$ cat config.mk
export PLATFORM = sky130hd
export DESIGN_NAME = carregador_hd_flat
export DESIGN_NICKNAME = d
export VERILOG_FILES = /design/src/rtl/carregador_hd_if.sv /design/src/rtl/carregador_hd.sv /design/src/flat_wrapper.sv
export SDC_FILE = /design/constraint.sdc
export NUM_CORES = 1
export LEC_CHECK = 0
export CAP_MARGIN = 10
export CORE_MARGIN = 2
export CORE_UTILIZATION = 59
export CTS_CLUSTER_DIAMETER = 40
export DETAILED_ROUTE_END_ITERATION = 8
export GPL_TIMING_DRIVEN = 0
export PLACE_DENSITY = 0.81
export SYNTH_ARGS = -nofsm -noshare
export SYNTH_HDL_FRONTEND = slang
export SYNTH_SLANG_ARGS = --single-unit
$ cat constraint.sdc
create_clock -name clk -period 5.7 [get_ports clk]
set_input_delay 1.14 -clock clk [delete_from_list [all_inputs] [get_ports clk]]
set_output_delay 1.14 -clock clk [all_outputs]
set_load 0.02 [all_outputs]
$ cat src/rtl/carregador_hd_if.sv
// Bus bundle between the HD program loader and its environment: control/table
// inputs, the HD read port, the instruction-memory write port and status flags.
interface carregador_hd_if #(
    parameter int DATA_W = 32,
    parameter int ADDR_W = 32,
    parameter int IDX_W  = 3
);
    logic              start;
    logic [31:0]       bloco;
    logic              abort;
    logic              tbl_we;
    logic [IDX_W-1:0]  tbl_idx;
    logic [ADDR_W-1:0] tbl_len;
    logic              hd_rd;
    logic [ADDR_W-1:0] hd_addr;
    logic [DATA_W-1:0] hd_data;
    logic              inst_we;
    logic [ADDR_W-1:0] inst_addr;
    logic [DATA_W-1:0] inst_data;
    logic              busy;
    logic              done;
    logic              err;

    modport master (
        output start, bloco, abort, tbl_we, tbl_idx, tbl_len, hd_data,
        input  hd_rd, hd_addr, inst_we, inst_addr, inst_data, busy, done, err
    );

    modport slave (
        input  start, bloco, abort, tbl_we, tbl_idx, tbl_len, hd_data,
        output hd_rd, hd_addr, inst_we, inst_addr, inst_data, busy, done, err
    );
endinterface

$ cat src/rtl/carregador_hd.sv
// Copies one program block from the HD into instruction memory, word by word,
// using a per-block length table; bad requests finish immediately with err.
module carregador_hd #(
    parameter int DATA_W     = 32,
    parameter int ADDR_W     = 32,
    parameter int BLOCK_SIZE = 200,
    parameter int NUM_BLOCKS = 8,
    parameter int HD_LAT     = 1,
    localparam int IDX_W     = (NUM_BLOCKS > 1) ? $clog2(NUM_BLOCKS) : 1
) (
    input  logic            clk,
    input  logic            reset,
    carregador_hd_if.slave  bus
);
    localparam int LAT_W = (HD_LAT > 1) ? $clog2(HD_LAT) : 1;

    typedef enum logic [2:0] {IDLE, CHECK, ISSUE, WAIT, WRITE, DONE} state_t;

    state_t            state_q, state_d;
    logic [31:0]       bloco_q, bloco_d;
    logic [ADDR_W-1:0] len_q, len_d;
    logic [ADDR_W-1:0] k_q, k_d;
    logic [ADDR_W-1:0] hd_addr_q, hd_addr_d;
    logic [ADDR_W-1:0] inst_addr_q, inst_addr_d;
    logic [DATA_W-1:0] data_q, data_d;
    logic [LAT_W-1:0]  wait_q, wait_d;
    logic              err_q, err_d;
    logic [ADDR_W-1:0] tbl_q [NUM_BLOCKS];

    logic              in_range;
    logic [ADDR_W-1:0] len_rd;
    logic [ADDR_W-1:0] base_calc;

    always_comb begin
        in_range  = bloco_q < 32'(NUM_BLOCKS);
        len_rd    = in_range ? tbl_q[bloco_q[IDX_W-1:0]] : '0;
        base_calc = ADDR_W'(bloco_q) * ADDR_W'(BLOCK_SIZE);
    end

    always_comb begin
        state_d     = state_q;
        bloco_d     = bloco_q;
        len_d       = len_q;
        k_d         = k_q;
        hd_addr_d   = hd_addr_q;
        inst_addr_d = inst_addr_q;
        data_d      = data_q;
        wait_d      = wait_q;
        err_d       = err_q;
        // Abort freezes every datapath register so the address outputs keep their values.
        if (bus.abort && state_q != IDLE) begin
            state_d = IDLE;
        end else begin
            case (state_q)
                IDLE: begin
                    if (bus.start) begin
                        bloco_d = bus.bloco;
                        state_d = CHECK;
                    end
                end
                CHECK: begin
                    len_d = len_rd;
                    k_d   = '0;
                    if (!in_range || len_rd == '0 || len_rd > ADDR_W'(BLOCK_SIZE)) begin
                        err_d   = 1'b1;
                        state_d = DONE;
                    end else begin
                        err_d     = 1'b0;
                        hd_addr_d = base_calc;
                        state_d   = ISSUE;
                    end
                end
                ISSUE: begin
                    wait_d  = '0;
                    state_d = WAIT;
                end
                WAIT: begin
                    if (wait_q == LAT_W'(HD_LAT - 1)) begin
                        data_d      = bus.hd_data;
                        inst_addr_d = k_q;
                        state_d     = WRITE;
                    end else begin
                        wait_d = wait_q + LAT_W'(1);
                    end
                end
                WRITE: begin
                    k_d = k_q + ADDR_W'(1);
                    if (k_d == len_q) begin
                        state_d = DONE;
                    end else begin
                        hd_addr_d = hd_addr_q + ADDR_W'(1);
                        state_d   = ISSUE;
                    end
                end
                DONE:    state_d = IDLE;
                default: state_d = IDLE;
            endcase
        end
    end

    always_ff @(posedge clk or negedge reset) begin
        if (!reset) begin
            state_q     <= IDLE;
            bloco_q     <= '0;
            len_q       <= '0;
            k_q         <= '0;
            hd_addr_q   <= '0;
            inst_addr_q <= '0;
            data_q      <= '0;
            wait_q      <= '0;
            err_q       <= 1'b0;
            for (int i = 0; i < NUM_BLOCKS; i++) tbl_q[i] <= '0;
        end else begin
            state_q     <= state_d;
            bloco_q     <= bloco_d;
            len_q       <= len_d;
            k_q         <= k_d;
            hd_addr_q   <= hd_addr_d;
            inst_addr_q <= inst_addr_d;
            data_q      <= data_d;
            wait_q      <= wait_d;
            err_q       <= err_d;
            // Same-edge start still sees the new length: CHECK reads the table one cycle later.
            if (state_q == IDLE && bus.tbl_we && int'(bus.tbl_idx) < NUM_BLOCKS)
                tbl_q[bus.tbl_idx] <= bus.tbl_len;
        end
    end

    assign bus.hd_rd     = (state_q == ISSUE);
    assign bus.inst_we   = (state_q == WRITE);
    assign bus.busy      = (state_q != IDLE);
    assign bus.done      = (state_q == DONE);
    assign bus.err       = (state_q == DONE) && err_q;
    assign bus.hd_addr   = hd_addr_q;
    assign bus.inst_addr = inst_addr_q;
    assign bus.inst_data = data_q;
endmodule

$ cat src/flat_wrapper.sv
// flat-port wrapper written by rule: the top's interface ports become plain ports
module carregador_hd_flat 
#(
    parameter int DATA_W     = 32,
    parameter int ADDR_W     = 32,
    parameter int BLOCK_SIZE = 200,
    parameter int NUM_BLOCKS = 8,
    parameter int HD_LAT     = 1,
    localparam int IDX_W     = (NUM_BLOCKS > 1) ? $clog2(NUM_BLOCKS) : 1
)
  (clk, reset, bus_start, bus_bloco, bus_abort, bus_tbl_we, bus_tbl_idx, bus_tbl_len, bus_hd_data, bus_hd_rd, bus_hd_addr, bus_inst_we, bus_inst_addr, bus_inst_data, bus_busy, bus_done, bus_err);
  carregador_hd_if #(.DATA_W(DATA_W), .ADDR_W(ADDR_W), .IDX_W((3))) bus_i ();
  input  logic clk;
  input  logic reset;
  input wire logic [$bits(bus_i.start)-1:0] bus_start;
  input wire logic [$bits(bus_i.bloco)-1:0] bus_bloco;
  input wire logic [$bits(bus_i.abort)-1:0] bus_abort;
  input wire logic [$bits(bus_i.tbl_we)-1:0] bus_tbl_we;
  input wire logic [$bits(bus_i.tbl_idx)-1:0] bus_tbl_idx;
  input wire logic [$bits(bus_i.tbl_len)-1:0] bus_tbl_len;
  input wire logic [$bits(bus_i.hd_data)-1:0] bus_hd_data;
  output wire logic [$bits(bus_i.hd_rd)-1:0] bus_hd_rd;
  output wire logic [$bits(bus_i.hd_addr)-1:0] bus_hd_addr;
  output wire logic [$bits(bus_i.inst_we)-1:0] bus_inst_we;
  output wire logic [$bits(bus_i.inst_addr)-1:0] bus_inst_addr;
  output wire logic [$bits(bus_i.inst_data)-1:0] bus_inst_data;
  output wire logic [$bits(bus_i.busy)-1:0] bus_busy;
  output wire logic [$bits(bus_i.done)-1:0] bus_done;
  output wire logic [$bits(bus_i.err)-1:0] bus_err;
  assign bus_i.start = bus_start;
  assign bus_i.bloco = bus_bloco;
  assign bus_i.abort = bus_abort;
  assign bus_i.tbl_we = bus_tbl_we;
  assign bus_i.tbl_idx = bus_tbl_idx;
  assign bus_i.tbl_len = bus_tbl_len;
  assign bus_i.hd_data = bus_hd_data;
  assign bus_hd_rd = bus_i.hd_rd;
  assign bus_hd_addr = bus_i.hd_addr;
  assign bus_inst_we = bus_i.inst_we;
  assign bus_inst_addr = bus_i.inst_addr;
  assign bus_inst_data = bus_i.inst_data;
  assign bus_busy = bus_i.busy;
  assign bus_done = bus_i.done;
  assign bus_err = bus_i.err;
  carregador_hd #(.DATA_W(DATA_W), .ADDR_W(ADDR_W), .BLOCK_SIZE(BLOCK_SIZE), .NUM_BLOCKS(NUM_BLOCKS), .HD_LAT(HD_LAT)) u_core (.clk(clk), .reset(reset), .bus(bus_i));
endmodule
==> metrics.yaml, run 1 <==
setup_path:
  critPathBufInv: 2
  r2r_start: "u_core.bloco_q[2]$_DFFE_PN0P_"
  cpPeakStageDelay_ns: 0.70
  r2r-end: "u_core.bus.hd_addr[30]$_DFFE_PN0P_"
  crit_path_start: "u_core.bloco_q[2]$_DFFE_PN0P_"
  cp_slowest_cell: "a2111oi_0"
  critical_path.top_delay_family: "compound AO/OA/AOI/OAI gates"
  critPathLaunchType: "register"
  rrSetupSlack_ns: 0.66
  reg2reg_depth: 16
  cp-endpoint: "u_core.bus.hd_addr[30]$_DFFE_PN0P_"
  cp.required_ns: 6.17
  critPathCaptureType: "register"
  crit_fanout: 7
  criticalPathCategory: "reg -> reg"
  arrival_ns: 5.51
  crit_cells: 16
  crit_path_cell_trace: "ha_1 > ha_1 > inv_1 > fa_1 > inv_1 > ha_1 > o21ai_0 > o21ai_0 > a2111oi_0 > nor4b_1 > o21bai_1 > a21oi_1 > o41ai_1 > mux2i_1 > nand2_1 > o211a_1"
  critPathMostFrequentCell: "ha_1"
global_route:
  grt_busiest_layer: "met2"
  grtUsageMet1_pct: 40.64
  grt-ovfl-total: 0
  grtUsageTotal_pct: 31.09
  use_met3_pct: 6.051
  grt.met2_usage_pct: 51.18
  grt_pass1_vias: 18950
  antenna_found_initial: 1
  grt_max_degree: 132
  grt_first_pass_wirelength_um: 105800
sta:
  period_needed_ns: 5.043
  max_freq_mhz: 198.3
  finalCritPeriodShare_pct: 88.47
  worstMarginPinSlew_ns: 1.196
  fin_skew_ns: 0.01999
  rsz0062_at_grt: "false"
  relSlewSlack_pct: 19.51
  setup_viol: 0
  maxSlewViolCount: 0
  final_hold_viol_count: 0
layout:
  final_common_cell: "dfrtp_1"
  layout_common_cells: "dfrtp_1, mux2_2, clkdlybuf4s50_1"
  drive_gt1_share_pct: 22.69
  areaGrowthSynthToFinish_pct: 20.84
  fin_util_pct: 72.27
  nets: 2602
  layout.cells.non_filler: 2966
power:
  leakagePower_nw: 13.08
  switchingPower_w: 0.008221
  power_frac_seq_pct: 26.6
  switching_share_pct: 40.74
  intPower_w: 0.01196
  powerDensity_nw_per_um2: 683.7
  ir_drop_uv: 554.6
  clockPowerShare_pct: 21.0
  p_comb_share_pct: 52.4
run:
  cap_viol_max_count: 0
routing:
  ant_nets: 0
  vias: 18610
  drc_errors: 0
  drt_iter0_markers: 1705
  wirelength_um: 66620
  vias_per_cell: 6.273
  wire_per_inst_um: 22.46
  first_pass_iters: 5
floorplanning:
  boundaryPins: 205
  die_w_um: 207.5
  rows: 74
  dieArea_um2: 43040
  die-height_um: 207.5
  core_um2: 40830
  initial_utilization_pct: 59.81
synth:
  synth.avg_cell_area_um2: 11.58
  synth_top_area_share_pct: 46.32
  ys_warn_count: 0
  ys_ff_latch: 452
  synth-async-reset-ratio_pct: 100.0
  synth_edf_count: 0
  yosys.area.top_type: "dfrtp_1"
  ys.flop_type: "dfrtp_1"
  syn-num-nets: 2327
  seq_area_frac_synth_pct: 46.32
  syn_area_um2: 24420
  netlist_top_cells_area: "dfrtp_1, mux2_2, mux4_2, ha_1, o21ai_0"
  synth_cell_type_count: 72
  postSynthCellCount: 2108
clock_network:
  cts_setup_buffers: 0
  cts_resized: 0
  clk_path_buf_depth: 3
  postCtsHoldBufs: 0
  root_buffer: "clkbuf_16"
  cts_buffers: 67
  worstSkewPairLatency_ns: 0.59
  cts.htree.levels: 3
  clkTransAtPathRegs_ns: 0.06
  cts_tree: "built"
  clock_sinks: 452
place:
  dp_cells: 2845
  hpwlAfterDp_um: 47250
  io_buffer_count: 202
  place_congestion: 0.9273
min_path:
  hold_class: "reg -> reg"
  hp-start: "u_core.tbl_q[56]$_DFFE_PN0P_"
outcome:
  outcome: "complete, no violations"
==> state kept, by name, summed over array words and instances (netlist names) <==
register / count
u_core.tbl_q: 256
u_core.bloco_q: 32
u_core.bus.hd_addr: 32
u_core.bus.inst_addr: 32
u_core.bus.inst_data: 32
u_core.k_q: 32
u_core.len_q: 32
u_core.state_q: 3
u_core.err_q: 1
==> metal layers <==
| metal | wire length, um | up-vias |
|---|---|---|
| met2 | 32430 | 816 |
| met4 | 2527 | 0 |
| li1 | - | 8198 |
| met3 | 4758 | 195 |
| met5 | 0 | - |
| met1 | 26900 | 9396 |
==> stage by stage <==
| stage | setup WS, ns | total power (W) | hold slack [ns] | setup TNS, ns | instance area, um2 |
|---|---|---|---|---|---|
| finish | 0.6572 | 0.02018 | 0.5001 | 0 | 29510 |
| global route | 0.3833 | 0.02147 | 0.5081 | 0 | 29510 |
| CTS | 0.7091 | 0.02008 | 0.5013 | 0 | 29500 |
| detailed placement | 0.7872 | 0.01565 | 0.4881 | 0 | 27200 |
| global placement | -15.49 | 0.01526 | 0.4811 | -6980.96 | 27110 |
| floorplan | 1.642 | 0.01258 | 0.4584 | 0 | 24420 |
==> worst min path at each step <==
stage                                                      to  slack [ns]  depth (start not counted)
final                            u_core.tbl_q[56]$_DFFE_PN0P_        0.50                          1
after global routing      u_core.bus.inst_addr[4]$_DFFE_PN0P_        0.51                          1
after CTS                       u_core.tbl_q[154]$_DFFE_PN0P_        0.50                          1
after detailed placement         u_core.tbl_q[85]$_DFFE_PN0P_        0.49                          1
after global placement            u_core.tbl_q[0]$_DFFE_PN0P_        0.48                          1
after floorplan                      u_core.err_q$_DFFE_PN0P_        0.46                          2
==> Yosys cell counts, drive strengths merged (12+ instances only) <==
cell    number
dfrtp      452
mux2       329
inv        134
nand2      133
o21ai      123
nor2       108
ha          92
clkbuf      76
a21oi       72
mux4        63
buf         42
o31ai       41
mux2i       37
nand3       33
xnor2       33
nor3        32
and3        26
nand4       24
fa          23
xor2        20
nor4        18
a31oi       17
o22a        13
and2        12
==> final cells by class <==
| class | count | area [um2] |
|---|---|---|
| Antenna cell | 1 | 2.502 |
| Buffer | 118 | 519.2 |
| Clock buffer | 79 | 1804 |
| Clock inverter | 40 | 500.5 |
| Fill cell | 2759 | 11320 |
| Inverter | 134 | 503.0 |
| Multi-Input combinational cell | 1404 | 12090 |
| Sequential cell | 452 | 11310 |
| Tap cell | 532 | 665.6 |
| Timing Repair Buffer | 206 | 2117 |
==> power by group through the flow <==
| stage | Clock [W] | Sequential [W] | Combinational [W] |
|---|---|---|---|
| after floorplan | 0 | 0.00531 | 0.00727 |
| after global placement | 0 | 0.00526 | 0.0100 |
| after detailed placement | 0 | 0.00535 | 0.0103 |
| after CTS | 0.00428 | 0.00534 | 0.0105 |
| after global routing | 0.00443 | 0.00548 | 0.0116 |
| final | 0.00424 | 0.00537 | 0.0106 |
==> logic make-up after synthesis <==
logic type               after synthesis  synth area share (%)
buffers and inverters                252                 4.186
AO/OA/AOI/OAI                        362                 9.458
flip-flops                           452                 46.32
multiplexers                         429                 22.50
adder cells (fa/ha/maj)              115                 6.599
XOR/XNOR                              53                 1.901
AND/OR/NAND/NOR                      445                 9.043
Power figures use the tool's default switching activity.
==> inputs of run 2 (changes only) <==
Settings changed: ABC_AREA set to 1.
==> metrics.yaml, run 2 <==
layout:
  drive_gt1_share_pct: 7.536  # -15 points
  final_common_cell: "nand2_1"
  final_area_um2: 30220  # +2.4%
  regMostFlops: "u_core.tbl_q"
  largest_reg_flops: 256  # unchanged
  num-fill-cells: 3360  # +22%
  areaGrowthSynthToFinish_pct: 19.71
  layout_common_cells: "nand2_1, dfrtp_1, inv_1"
  multi_input_area_um2: 11830  # -2.1%
  nets: 3750  # +44%
  regArea_um2: 11310  # unchanged
  layout.cells.non_filler: 4123  # +39%
clock_network:
  cts.htree.levels: 3  # unchanged
  postCtsHoldBufs: 0  # unchanged
  clk_path_buf_depth: 3  # unchanged
  root_buffer: "clkbuf_16"
  cts_resized: 0  # unchanged
  cts_setup_buffers: 0  # unchanged
  clkTransAtPathRegs_ns: 0.06  # about the same
  worstSkewPairLatency_ns: 0.61  # +0.02 ns
  cts_tree: "built"
  clock_sinks: 452  # unchanged
  cts_buffers: 67  # unchanged
place:
  io_buffer_count: 192  # -5.0%
  place_ws_ns: 1.709  # +0.9223 ns
  postPlaceCellArea_um2: 27960  # +2.8%
  hpwlAfterDp_um: 61140  # +29%
  place_congestion: 1.005  # +8.4%
  dp_cells: 4001  # +41%
floorplanning:
  die-height_um: 210.9  # +1.6%
  boundaryPins: 205  # unchanged
  die_w_um: 210.9  # +1.6%
  core_um2: 42130  # +3.2%
  initial_utilization_pct: 59.92  # +0.11 points
  dieArea_um2: 44460  # +3.3%
  rows: 75  # +1.4%
sta:
  relSlewSlack_pct: 26.00  # +6.5 points
  tns_ns: 0  # unchanged
  period_needed_ns: 4.105  # -0.9378 ns
  finalCritPeriodShare_pct: 72.02  # -16 points
  rsz0062_at_grt: "false"
  fin_skew_ns: 0.03920  # +0.01921 ns
  max_freq_mhz: 243.6  # +23%
  maxSlewViolCount: 0  # unchanged
  final_hold_viol_count: 0  # unchanged
  setup_viol: 0  # unchanged
  worstMarginPinSlew_ns: 1.110  # -0.08630 ns
  worst_slack_ns: 1.595  # +0.9378 ns
routing:
  route.met3.wl_um: 8257  # +74%
  vias_per_cell: 5.902  # -5.9%
  wire_per_inst_um: 20.50  # -8.7%
  vias: 24330  # +31%
  met1_length_um: 32550  # +21%
  drt_iter0_markers: 2909  # +71%
  ant_nets: 0  # unchanged
  first_pass_iters: 6  # +1
  highest-signal-layer: "met4"
  wirelength_um: 84510  # +27%
  wl_met2_um: 38050  # +17%
  drc_errors: 0  # unchanged
synth:
  yosys.cell_count.top_type: "nand2_1"
  synth.avg_cell_area_um2: 7.733  # -33%
  yosys-top-cells-count: "nand2_1, dfrtp_1, inv_1"
  postSynthCellCount: 3265  # +55%
  synth_cell_type_count: 44  # -39%
  netlist_top_cells_area: "dfrtp_1, nand2_1, inv_1, nand3_1, o21ai_0"
  synth_edf_count: 0  # unchanged
  seq_area_frac_synth_pct: 44.80  # -1.5 points
  syn-num-nets: 3484  # +50%
  yosys.area.top_type: "dfrtp_1"
  synth_top_area_share_pct: 44.80  # -1.5 points
  syn_area_um2: 25250  # +3.4%
  ys.flop_type: "dfrtp_1"
  ys_warn_count: 0  # unchanged
  ys_ff_latch: 452  # unchanged
  synth-async-reset-ratio_pct: 100.0  # unchanged
global_route:
  grt_pass1_vias: 23800  # +26%
  grtUsageTotal_pct: 38.43  # +7.3 points
  antenna_found_initial: 1  # unchanged
  grt_max_degree: 113  # -14%
  grt_first_pass_wirelength_um: 130900  # +24%
  grt-ovfl-total: 0  # unchanged
run:
  cap_viol_max_count: 0  # unchanged
outcome:
  outcome: "complete, no violations"
setup_path:
  critPathLaunchType: "register"
  crit_fanout: 5  # -2
  criticalPathCategory: "reg -> reg"
  cp.required_ns: 6.16  # about the same
  arrival_ns: 4.57  # -0.94 ns
  critPathCaptureType: "register"
min_path:
  hold_class: "in -> async"
run 2: cell types whose count changed in the layout (fill, tap and decap cells not counted), sizes merged, moves of 37 or more:
cell / delta
a21oi: +123
inv: +242
mux2: -271
mux2i: -37
mux4: -63
nand2: +755
nand3: +229
nor2: +188
o21ai: +143
o31ai: -37
run 2: layout make-up:
class                      instances  share of cell area, %
timing repair buffer             197                  6.756
tap                              539                  2.231
sequential                       452                  37.42
buffer                           160                  2.281
multi-input combinational       2276                  39.15
inverter                         377                  4.682
antenna                            1               0.008280
clock inverter                    33                  1.118
clock buffer                      88                  6.355
run 2: stage by stage:
stage,util [%],hold slack [ns]
global placement,66.08,0.4660
floorplan,-,0.4530
global route,71.73,0.5074
CTS,71.73,0.4826
detailed placement,66.37,0.4724
finish,71.73,0.4697
run 2: routing by layer:
layer | up-vias | GRT usage (%)
li1 | 11080 | -
met1 | 11490 | 48.82
met2 | 1391 | 60.93
met3 | 377 | 8.296
met4 | 0 | 22.73
met5 | - | 0
run 2: cell families after synthesis:
| kind of cell | synth area share [%] |
|---|---|
| AOI/OAI and AO/OA | 10.57 |
| and+or+nand+nor | 26.15 |
| xor gates and xnor gates | 1.179 |
| muxes | 2.587 |
| adders and majority gates | 6.383 |
| DFF | 44.80 |
| buffers and inverters | 8.336 |
run 2: final timing paths:
path | start | endpoint | slack (ns) | cells after the start
worst max register to register | u_core.bloco_q[3]$_DFFE_PN0P_ | u_core.bus.hd_addr[22]$_DFFE_PN0P_ | 1.59 | 16
worst max-delay path | u_core.bloco_q[3]$_DFFE_PN0P_ | u_core.bus.hd_addr[22]$_DFFE_PN0P_ | 1.59 | 16
worst min-delay path | reset | u_core.bus.inst_data[12]$_DFFE_PN0P_ | 0.47 | 1
max in group asynchronous | reset | u_core.tbl_q[123]$_DFFE_PN0P_ | 3.42 | 4
worst min register to register | u_core.bus.inst_addr[1]$_DFFE_PN0P_ | u_core.bus.inst_addr[1]$_DFFE_PN0P_ | 0.48 | 2
min in group clk | u_core.bus.inst_addr[1]$_DFFE_PN0P_ | u_core.bus.inst_addr[1]$_DFFE_PN0P_ | 0.48 | 2
run 2: worst max-delay path, cell delays in order, from the launching register on:
cell	delay, ns
dfrtp_1	0.42
ha_1	0.30
ha_1	0.29
inv_1	0.06
fa_1	0.51
inv_1	0.05
ha_1	0.36
a21oi_1	0.15
nand2_1	0.14
a21boi_0	0.60
o21ai_0	0.37
nand2_1	0.13
nand2_1	0.07
o21ai_0	0.30
nand2_1	0.09
nand4_1	0.10
nand2_1	0.06
Power of run 2 is not shown: default switching activity piles up to over one toggle a cycle in this logic, so the estimate is an artifact.
